File: src/rtl/bank_rr_arbiter.sv
// Round-robin arbiter sharing one DEPTH x DW register bank between N_REQ requesters.
// Optional macro BANK_ADDR_ERR_EN adds a registered out-of-range error pulse (err).
module bank_rr_arbiter #(
    parameter int N_REQ     = 4,
    parameter int DEPTH     = 25,
    parameter int DW        = 9,
    parameter int AW        = 5,
    parameter int MAX_BURST = 4
) (
    input  logic                     clk,
    input  logic                     rst_n,
    input  logic [N_REQ-1:0]         req,
    input  logic [N_REQ-1:0]         lock,
    input  logic [N_REQ-1:0]         we,
    input  logic [N_REQ*AW-1:0]      addr,
    input  logic [N_REQ*DW-1:0]      wdata,
    output logic [N_REQ-1:0]         gnt,
    output logic [DW-1:0]            rdata,
    output logic                     rvalid,
    output logic [$clog2(N_REQ)-1:0] rid,
`ifdef BANK_ADDR_ERR_EN
    output logic                     err,
`endif
    output logic                     busy
);

    localparam int IW = $clog2(N_REQ);
    localparam int CW = $clog2(MAX_BURST + 1);

    typedef enum logic {
        IDLE,
        GRANT
    } state_t;

    state_t        state;
    logic [IW-1:0] ptr;
    logic [IW-1:0] owner;
    logic [CW-1:0] cnt;
    logic [DW-1:0] bank [DEPTH];

    logic [IW-1:0] pick;
    logic [IW-1:0] cand;
    logic          any;

    logic [AW-1:0] o_addr;
    logic [DW-1:0] o_wdata;
    logic          o_req;
    logic          o_lock;
    logic          o_we;
    logic          in_range;
    logic          live;

    // Scan downward so the nearest requester after ptr is the last to win.
    always_comb begin
        pick = '0;
        cand = '0;
        any  = 1'b0;
        for (int i = N_REQ; i >= 1; i--) begin
            cand = IW'((int'(ptr) + i) % N_REQ);
            if (req[cand]) begin
                pick = cand;
                any  = 1'b1;
            end
        end
    end

    assign o_addr   = addr[int'(owner)*AW +: AW];
    assign o_wdata  = wdata[int'(owner)*DW +: DW];
    assign o_req    = req[owner];
    assign o_lock   = lock[owner];
    assign o_we     = we[owner];
    assign in_range = (int'(o_addr) < DEPTH);
    assign live     = (state == GRANT) && o_req;
    assign busy     = (state != IDLE);

    always_ff @(posedge clk or negedge rst_n) begin
        if (!rst_n) begin
            for (int i = 0; i < DEPTH; i++) begin
                bank[i] <= '0;
            end
        end else if (live && o_we && in_range) begin
            bank[o_addr] <= o_wdata;
        end
    end

    always_ff @(posedge clk or negedge rst_n) begin
        if (!rst_n) begin
            state  <= IDLE;
            gnt    <= '0;
            owner  <= '0;
            ptr    <= IW'(N_REQ - 1);
            cnt    <= '0;
            rvalid <= 1'b0;
            rdata  <= '0;
            rid    <= '0;
`ifdef BANK_ADDR_ERR_EN
            err    <= 1'b0;
`endif
        end else begin
            rvalid <= 1'b0;
`ifdef BANK_ADDR_ERR_EN
            err    <= 1'b0;
`endif
            case (state)
                IDLE: begin
                    if (any) begin
                        gnt   <= N_REQ'(1) << pick;
                        owner <= pick;
                        cnt   <= CW'(1);
                        state <= GRANT;
                    end
                end
                GRANT: begin
                    if (o_req && !o_we) begin
                        rvalid <= 1'b1;
                        rid    <= owner;
                        rdata  <= in_range ? bank[o_addr] : '0;
                    end
`ifdef BANK_ADDR_ERR_EN
                    err <= o_req && !in_range;
`endif
                    ptr <= owner;
                    if (o_req && o_lock && (cnt < CW'(MAX_BURST))) begin
                        cnt <= cnt + CW'(1);
                    end else begin
                        gnt   <= '0;
                        state <= IDLE;
                    end
                end
                default: begin
                    gnt   <= '0;
                    state <= IDLE;
                end
            endcase
        end
    end

endmodule

File: config.mk
export PLATFORM = sky130hd
export DESIGN_NAME = bank_rr_arbiter
export DESIGN_NICKNAME = d
export VERILOG_FILES = /design/src/rtl/bank_rr_arbiter.sv
export SDC_FILE = /design/constraint.sdc
export NUM_CORES = 1
export LEC_CHECK = 0
export ABC_CLOCK_PERIOD_IN_PS = 3700
export BUFFER_PORTS_ARGS = -buffer_cell sky130_fd_sc_hd__buf_2
export CAP_MARGIN = 40
export CORE_MARGIN = 5
export CORE_UTILIZATION = 61
export CTS_CLUSTER_DIAMETER = 60
export DETAILED_ROUTE_END_ITERATION = 6
export PLACE_DENSITY = 0.85
export SYNTH_ARGS = -nofsm -noshare
export SYNTH_HDL_FRONTEND = slang
export SYNTH_SLANG_ARGS = --single-unit
export TNS_END_PERCENT = 50
File: constraint.sdc
create_clock -name clk -period 3.7 [get_ports clk]
set_clock_uncertainty 0.15 [all_clocks]
set_input_delay 0.74 -clock clk [delete_from_list [all_inputs] [get_ports clk]]
set_output_delay 0.74 -clock clk [all_outputs]
set_load 0.005 [all_outputs]
**Word-level counts from Yosys, hierarchy flattened**

Cells that the tools add are included.

- Register bits after elaboration: 249
- Output and inout port bits: 17

- Add/sub/neg operators: 5
- Multipliers: 2
- $lt $le $gt $ge: 9
- Equality and inequality tests: 3
- Shifts and indexed selects: 3
- Muxes and demuxes: 40
- Bitwise gates (word level): 2
- Reduce and logical (&&, ||, !) cells: 12

Operators by type and width:

| cell | number |
|---|---|
| $bwmux W225 | 1 |
| $bmux W9 S5 | 1 |
| $demux W9 S5 | 1 |
| $mux W9 | 4 |
| $shiftx A36 B7 Y9 | 1 |
| $shiftx A20 B6 Y5 | 1 |
| $lt A2 B3 Y1 const B | 5 |
| $mux W1 | 15 |
| $bmux W1 S2 | 7 |
| $mux W2 | 4 |
| $mux W4 | 2 |
| $pmux W4 S2 | 1 |
| $reduce_and A2 Y1 | 4 |
| $logic_and A1 B1 Y1 | 7 |
| $ge A6 B6 Y1 const B | 1 |
| $lt A6 B1 Y1 const B | 1 |
| $mul A2 B4 Y6 const B | 1 |
| $mux W3 | 2 |
| $not A5 Y6 | 1 |
| $pmux W3 S2 | 1 |
| $lt A5 B5 Y1 const B | 1 |
| $mul A2 B3 Y5 const B | 1 |
| $add A2 B1 Y2 const B | 2 |
| $add A2 B2 Y2 const B | 2 |
| other kinds (8) | 9 |

**Logic depth before layout (Yosys ltp)**

Gate-level depths: netlist of run 1.

- Word-level depth: 10
- Mapped depth: 11

**Worst setup path after synthesis of run 1**

Ideal clock, no wire load.

- Path kind: input -> register
- Start point: in addr[15]
- End point: reg bank[162] in the netlist's numbering
- Library setup time: 0.125 ns
- Arrival: 2.786 ns
- Data required time: 3.425 ns
- Setup slack: 0.639 ns
- Stages on the path: 7
- Cell sequence: mux4_2 > buf_2 > buf_4 > or4b_1 > buf_2 > nor2_4 > mux2_2

- Word-level cells in the longest chain between the ends: 7
- Elaborated cells on any way between the ends: 10
- Classes of those cells: order compare (3); shift (1); mux (3); bitwise (1); reduce/logical (2)

RTL lines:

| what | RTL line | text |
|---|---|---|
| start, declared | 15 | `input logic [N_REQ*AW-1:0] addr,` |
| $shiftx A20 B6 Y5 * | 67 | `assign o_addr = addr[int'(owner)*AW +: AW];` |
| $not A5 Y6 (not written as such) | 82 | `bank[o_addr] <= o_wdata;` |
| $ge A6 B6 Y1 (not written as such) or $lt A6 B1 Y1 (tied branches) | 82 |  |
| $logic_and A1 B1 Y1 (not written as such) | 82 |  |
| $mux W9 (not written as such) | 82 |  |
| $demux W9 S5 | 82 |  |
| $bwmux W225 | 82 |  |
| end signal, assigned by index | 82 |  |
| end, declared | 39 | `logic [DW-1:0] bank [DEPTH];` |

Every way passes the cells marked *; elsewhere a longest branch is shown, timed or not.
A chain may end at the register's enable or synchronous reset.

**Worst setup path in the final report of run 1**

- Start point: reg owner[0]
- End point: reg rdata[4]

- Word-level cells in the longest chain between the ends: 7
- Elaborated cells on any way between the ends: 15
- Classes of those cells: mul (1); order compare (1); shift (1); mux (8); bitwise (1); reduce/logical (3)

RTL lines:

| what | RTL line | text |
|---|---|---|
| start, declared | 37 | `logic [IW-1:0] owner;` |
| start signal, assigned | 108 | `owner <= pick;` |
| $mul A2 B3 Y5 | 67 |  |
| $shiftx A20 B6 Y5 | 67 |  |
| $not A5 Y6 (not written as such) | 117 | `rdata <= in_range ? bank[o_addr] : '0;` |
| $bmux W9 S5 | 117 |  |
| $mux W9 (not written as such) (2 in a row) | 117 |  |
| $mux W9 | 117 |  |
| end signal, assigned | 117 |  |
| end, declared | 18 | `output logic [DW-1:0] rdata,` |

Parallel ways exist; a longest one is shown, timed or not. The select of a mux whose other input is x is not followed.

==> key figures, run 1 <==
Run status
  – Status: finished, final reports clean

Timing
  – Setup ws final: between 100 and 150 ps
  – Tmin final: between 3000 and 4000 ps
  – RSZ-0062 raised after global routing: false
  – Fmax: approximately 280 MHz
  – Worst-Margin Slew: 834.9 ps
  – Slew Limit Headroom: 0.4404
  – Setup TNS Final: 0 ps
  – Final hold vios: 0
  – Max-slew violation count: 0
  – Fin crit share: 0.9674
  – # setup viols final: 0

Route
  – Drt first pass iters: 5
  – Initial DRC Count: 759
  – Post-DRT Antenna Nets: 0
  – WL per Instance: 22.10 um
  – Drt total wl: about 30000 um
  – Vias: 8611
  – DR DRC count: 0
  – Vias/cell: between 6 and 7

Clock tree
  – Clk Latency, worst-skew pair: ~530 ps
  – Cts bufs inserted: 26
  – CTS resizes: 0
  – Clock transition at path regs: 60 ps
  – Clk sinks: 249
  – Clk buf depth: 3
  – Setup Buffers After CTS: 0
  – CTS tree: yes
  – Cts hold-fix bufs: 0
  – H-tree lvl count: 1
  – Root buffer cell: clkbuf_16

Worst setup path
  – Setup crit end kind: flop
  – CP Class: flop to flop
  – Crit path launch: owner[0]
  – Arr. time, crit path: roughly 3800 ps
  – R2r startpoint: owner[0]
  – Startpoint Class: flop
  – R2R cell count: 7
  – Crit-path max FO: 12
  – Required time of the critical path: about 3900 ps

Die
  – Row count: roughly 50
  – Initial Util: 0.6193
  – Core region area: about 19000 um^2
  – Die Y-Extent: about 150 um
  – Die X: between 150 and 200 um
  – Die footprint: 22600 um^2
  – I/O pin total: a little under 90

Worst hold path
  – Hold crit path type: input port to asynchronous set/reset pin

Finish
  – Ant diodes: 0
  – # nets final: 1160
  – Share of layout cells above drive strength 1: 0.3743
  – Area Growth Syn to Fin: 12.78%
  – Util after Layout: 0.6985
  – Final Instance Area: approximately 14000 um^2

Synthesis
  – Post-synthesis cell type count: a little over 40
  – Commonest cells post-synth: 247 x dfrtp_1, 235 x mux2_2, 190 x nand2_1, 57 x a21oi_1, 54 x mux2i_1
  – FFs w/ async S/R, synth: 1.000
  – Most common cell in the synthesized netlist: dfrtp_1
  – Ys Warns: 0
  – Syn_nets: 1089
  – Share of the synthesized area in the top cell type: 0.5145
  – Mean area per synthesized cell: 11.80 um^2
  – Number of synthesized flops with an enable pin: 0
  – Post-Syn Area: about 12000 um^2
  – Synth area leader: dfrtp_1
  – Seq/Total Area, Yosys: 0.5189
  – Number of synthesized register bits: 249
  – Cells after Synth: slightly above 1k
  – Post-synth top flop: dfrtp_1
  – Synth top area cells: dfrtp_1 51%, mux2_2 22%, nand2_1 5.9%, mux2i_1 4.5%, mux4_2 3.2%

Place
  – GP Congestion: around 0.90
  – Port Buffers: 86
  – DP Worst Slack: 79.03 ps
  – Post-DP Area: between 10000 and 15000 um^2
  – Hpwl dp: 19570 um

Power
  – Maximum vdd drop: slightly above 0.0008 V
  – Pwr Density: 817.5 nW/um^2
  – Pleak: around 6.7 nW

GRT
  – Vias in the first global route: 8960
  – GRT Residual Overflow: 0
  – GRT Util Overall: 0.2768
  – Largest net degree at the start of global routing: 84
  – Initial antenna violation count: 2
  – First-pass GRT wire length: 48790 um

Run
  – Max Cap Viol: 0
-- layout make-up --
cell class | count | area [um^2]
flip-flops and latches | 249 | 6233
clock inverters | 2 | 10.01
clock buffers | 43 | 815.8
well taps | 265 | 331.6
inverters | 5 | 18.77
multi-input cells | 698 | 5489
repair buffers | 109 | 650.6
fillers | 1377 | 5849
-- metrics by stage --
step / hold WS, ps / std cells / power [mW]
after floorplan: 294.4 / 1018 / 7.085
after global placement: 322.6 / 1326 / 8.289
after CTS: 90.15 / 1371 / 11.03
after global routing: 106.0 / 1371 / 11.61
final: 53.26 / 1371 / 11.08
after detailed placement: 320.1 / 1326 / 8.474
-- cell usage in the layout (no fill, tap or decap), drive strengths merged, types with 2 or more instances in the layout --
cell type and n:
and2 4, nor2b 4, or4 8, nor4 2, o211ai 2, nand2b 4
clkbuf 43, buf 109, o41ai 9, nand3 52, a22o 2, mux2 235
clkinv 2, dfstp 2, mux4 17, nor3 6, inv 5, dfrtp 247
o21ai 16, a31oi 2, nor2 19, mux2i 54, nand2 190, nand3b 4
a211oi 2, a21oi 57
-- cell families (layout without fill, tap and decap cells) --
family	count (synthesis)	after routing	share of synthesized area
mux	306	306	0.2971
simple gates	297	297	0.1133
flops	249	249	0.5189
compound gates	93	93	0.04447
buf+inv	71	159	0.02447
fa+ha+maj	1	1	0.001041
xor+xnor	1	1	0.0007291
-- state kept, by name, indices dropped and copies added, names as in the netlist --
| name | count |
|---|---|
| rdata | 9 |
| rid | 2 |
| bank | 225 |
| cnt | 3 |
| busy | 1 |
| gnt | 4 |
| ptr | 2 |
| owner | 2 |
| rvalid | 1 |
-- power by group --
part           switching (mW)  total (mW)  internal, mW
registers               0.538        4.17          3.63
clock network            1.04        2.53          1.49
logic                    2.66        4.37          1.71
total                    4.24        11.1          6.83
-- layer usage --
metal / vias up / GRT usage / wire length (um)
li1: 3764 / - / -
met1: 4357 / 0.3838 / 12520
met2: 404 / 0.4384 / 14330
met3: 82 / 0.05659 / 2390
met4: 4 / 0.09744 / 1038
met5: - / 0 / 23
-- final timing paths --
path | endpoint | slack (ps)
setup / recovery | rdata[4] | 120
hold reg to reg | rdata[0] | 340
min in group clk | rdata[0] | 340
max in group asynchronous | ptr[1] | 2510
setup reg to reg | rdata[4] | 120
hold / removal | bank[123] | 50
-- worst max-delay path, stage by stage, from the launching register on --
cell     delay, ps
dfrtp_1        540
buf_4          230
mux4_2         660
o311a_1        460
nor2_2         300
o21ai_0        130
or4_1          500
o41ai_1        460
Power figures use the tool's default switching activity.
==> run 2: changes to the inputs <==
CELL_PAD_IN_SITES_DETAIL_PLACEMENT = 1   (was default)
CELL_PAD_IN_SITES_GLOBAL_PLACEMENT = 2   (was default)
CORE_UTILIZATION = 41   (was 61)
PLACE_DENSITY = 0.83   (was 0.85)
SKIP_CTS_REPAIR_TIMING = 1   (was default)
==> run 2 against run 1 <==
- core utilization decreased by 21 points
- setup slack improved by 190 ps
- count of clock-buffer cells in the layout up 3
- highest routed layer is now met4
==> key figures, run 2 (synthesized netlist as in run 1, its figures left out) <==
Run status
  – Status: finished, final reports clean

Run
  – Max Cap Viol: 0

Worst setup path
  – Arr. time, crit path: between 3000 and 4000 ps
  – Cell family with most CP delay: simple AND/OR/NAND/NOR gates
  – Worst Path Buf+Inv: 1
  – Required time of the critical path: between 3000 and 4000 ps
  – R2R cell count: 7
  – Max incr delay on CP: around 670 ps
  – Startpoint Class: flop
  – Crit-path max FO: 10
  – Crit path launch: owner[0]
  – Setup crit end kind: flop
  – CP Class: flop to flop
  – Crit-path cells: buf_4 -> mux4_2 -> nor2b_1 -> nand2b_1 -> a21oi_1 -> or4_1 -> o41ai_1
  – R2r startpoint: owner[0]
  – CP max-delay cell: or4_1
  – Worst path depth: 7

Timing
  – Slew Limit Headroom: 0.5189
  – Fmax: 294.7 MHz
  – Fin Hold WS: roughly 59 ps
  – RSZ-0062 raised after global routing: false
  – Fin crit share: 0.9171
  – Final hold vios: 0
  – Max-slew violation count: 0
  – Tmin final: about 3400 ps
  – # setup viols final: 0
  – Setup TNS Final: 0 ps
  – Worst-Margin Slew: 721.7 ps

GRT
  – Largest net degree at the start of global routing: between 80 and 90
  – GRT Residual Overflow: 0
  – First-pass GRT wire length: between 50000 and 60000 um
  – Initial antenna violation count: 0
  – GRT Util Overall: 0.2097
  – Vias in the first global route: ~9.3k

Route
  – Vias/cell: approximately 5.6
  – Drt first pass iters: 5
  – Drt total wl: between 30000 and 40000 um
  – Vias: 8441
  – DR DRC count: 0
  – Initial DRC Count: roughly 480
  – Post-DRT Antenna Nets: 0
  – WL per Instance: roughly 23 um

Power
  – Clock power share: 0.254
  – Switching pwr: between 4 and 5 mW
  – Internal power: 7.211 mW
  – Pwr Density: roughly 830 nW/um^2
  – Maximum vdd drop: between 0.0005 and 0.0006 V
  – Seq pwr share: 0.355
  – Pleak: 6.821 nW
  – Logic gate share of total power: 0.391
  – Design Power: 11.67 mW
  – Net Sw Frac: 0.3822

Place
  – GP Congestion: just over 0.8
  – Hpwl dp: about 22000 um
  – Port Buffers: 86

Die
  – Core region area: approximately 29000 um^2
  – Die Y-Extent: about 180 um
  – Die footprint: approximately 33000 um^2
  – Initial Util: 0.4163
  – I/O pin total: 87
  – Row count: 62
  – Die X: between 150 and 200 um

Finish
  – Biggest regs: bank (225), rdata (9), gnt (4)
  – Largest reg by FF count: bank
  – Ant diodes: 0
  – Share of layout cells above drive strength 1: 0.3862
  – Filler instances: 3091
  – # nets final: 1176
  – Area Growth Syn to Fin: 16.45%
  – Commonest non-fill, non-tap cell in the layout: dfrtp_1
  – Commonest cells after routing, fill and taps aside: 247 x dfrtp_1, 235 x mux2_2, 190 x nand2_1, 85 x buf_2, 57 x a21oi_1
  – Largest register FFs: approximately 230

Clock tree
  – Cts bufs inserted: 30
  – Clock transition at path regs: roughly 60 ps
  – H-tree lvl count: 1
  – Clk sinks: 249
  – Clk buf depth: 3
  – Root buffer cell: clkbuf_16
  – Clk Latency, worst-skew pair: approximately 550 ps
  – CTS tree: yes

Worst hold path
  – Hold crit path type: input port to asynchronous set/reset pin
## run 2: final cells by class
type	instances	area (um^2)	share of cell area
Sequential cell	249	6233	0.4455
Multi-Input combinational cell	698	5489	0.3923
Clock buffer	46	892.1	0.06376
Timing Repair Buffer	121	765.7	0.05473
Tap cell	384	480.5	0.03434
Clock inverter	10	111.4	0.007959
Inverter	5	18.77	0.001341
## run 2: power by group through the flow
| stage | Sequential [mW] | Clock (mW) | Combinational [mW] |
|---|---|---|---|
| 5_1_grt | 4.25 | 3.12 | 4.97 |
| 4_1_cts | 4.15 | 3.02 | 4.61 |
| 3_5_place_dp | 4.18 | 0 | 4.59 |
| 3_3_place_gp | 4.13 | 0 | 4.47 |
| 2_1_floorplan | 4.00 | 0 | 3.08 |
| 6_report | 4.14 | 2.96 | 4.57 |
## run 2: worst register-to-register path, stage by stage (launching register included)
cell,delay (ps)
dfrtp_1,410
buf_4,240
mux4_2,580
nor2b_1,200
nand2b_1,450
a21oi_1,180
or4_1,670
o41ai_1,390
## run 2: per-layer routing
layer	share of wire	global-route usage	vias up
li1	-	-	3800
met1	0.46	0.2969	4403
met2	0.48	0.3475	193
met3	0.042	0.02835	45
met4	0.021	0.04353	0
met5	0	0	-
## run 2: per-stage QoR
step                cell area (um^2)  instances    util  worst slack (ps)
floorplan                      12010       1018       -             638.8
global placement               12990       1457  0.4501             132.1
detailed placement             12990       1457  0.4501             91.40
CTS                            13990       1513  0.4848             311.0
global route                   13990       1513  0.4848             168.8
finish                         13990       1513  0.4848             306.7
## run 2: worst paths after layout
path | end | slack [ps]
min in group clk | rdata[3] | 340
worst max-delay path | rdata[3] | 310
worst min register to register | rdata[3] | 340
worst min-delay path | bank[183] | 60
max in group asynchronous | ptr[1] | 2440
worst max register to register | rdata[3] | 310
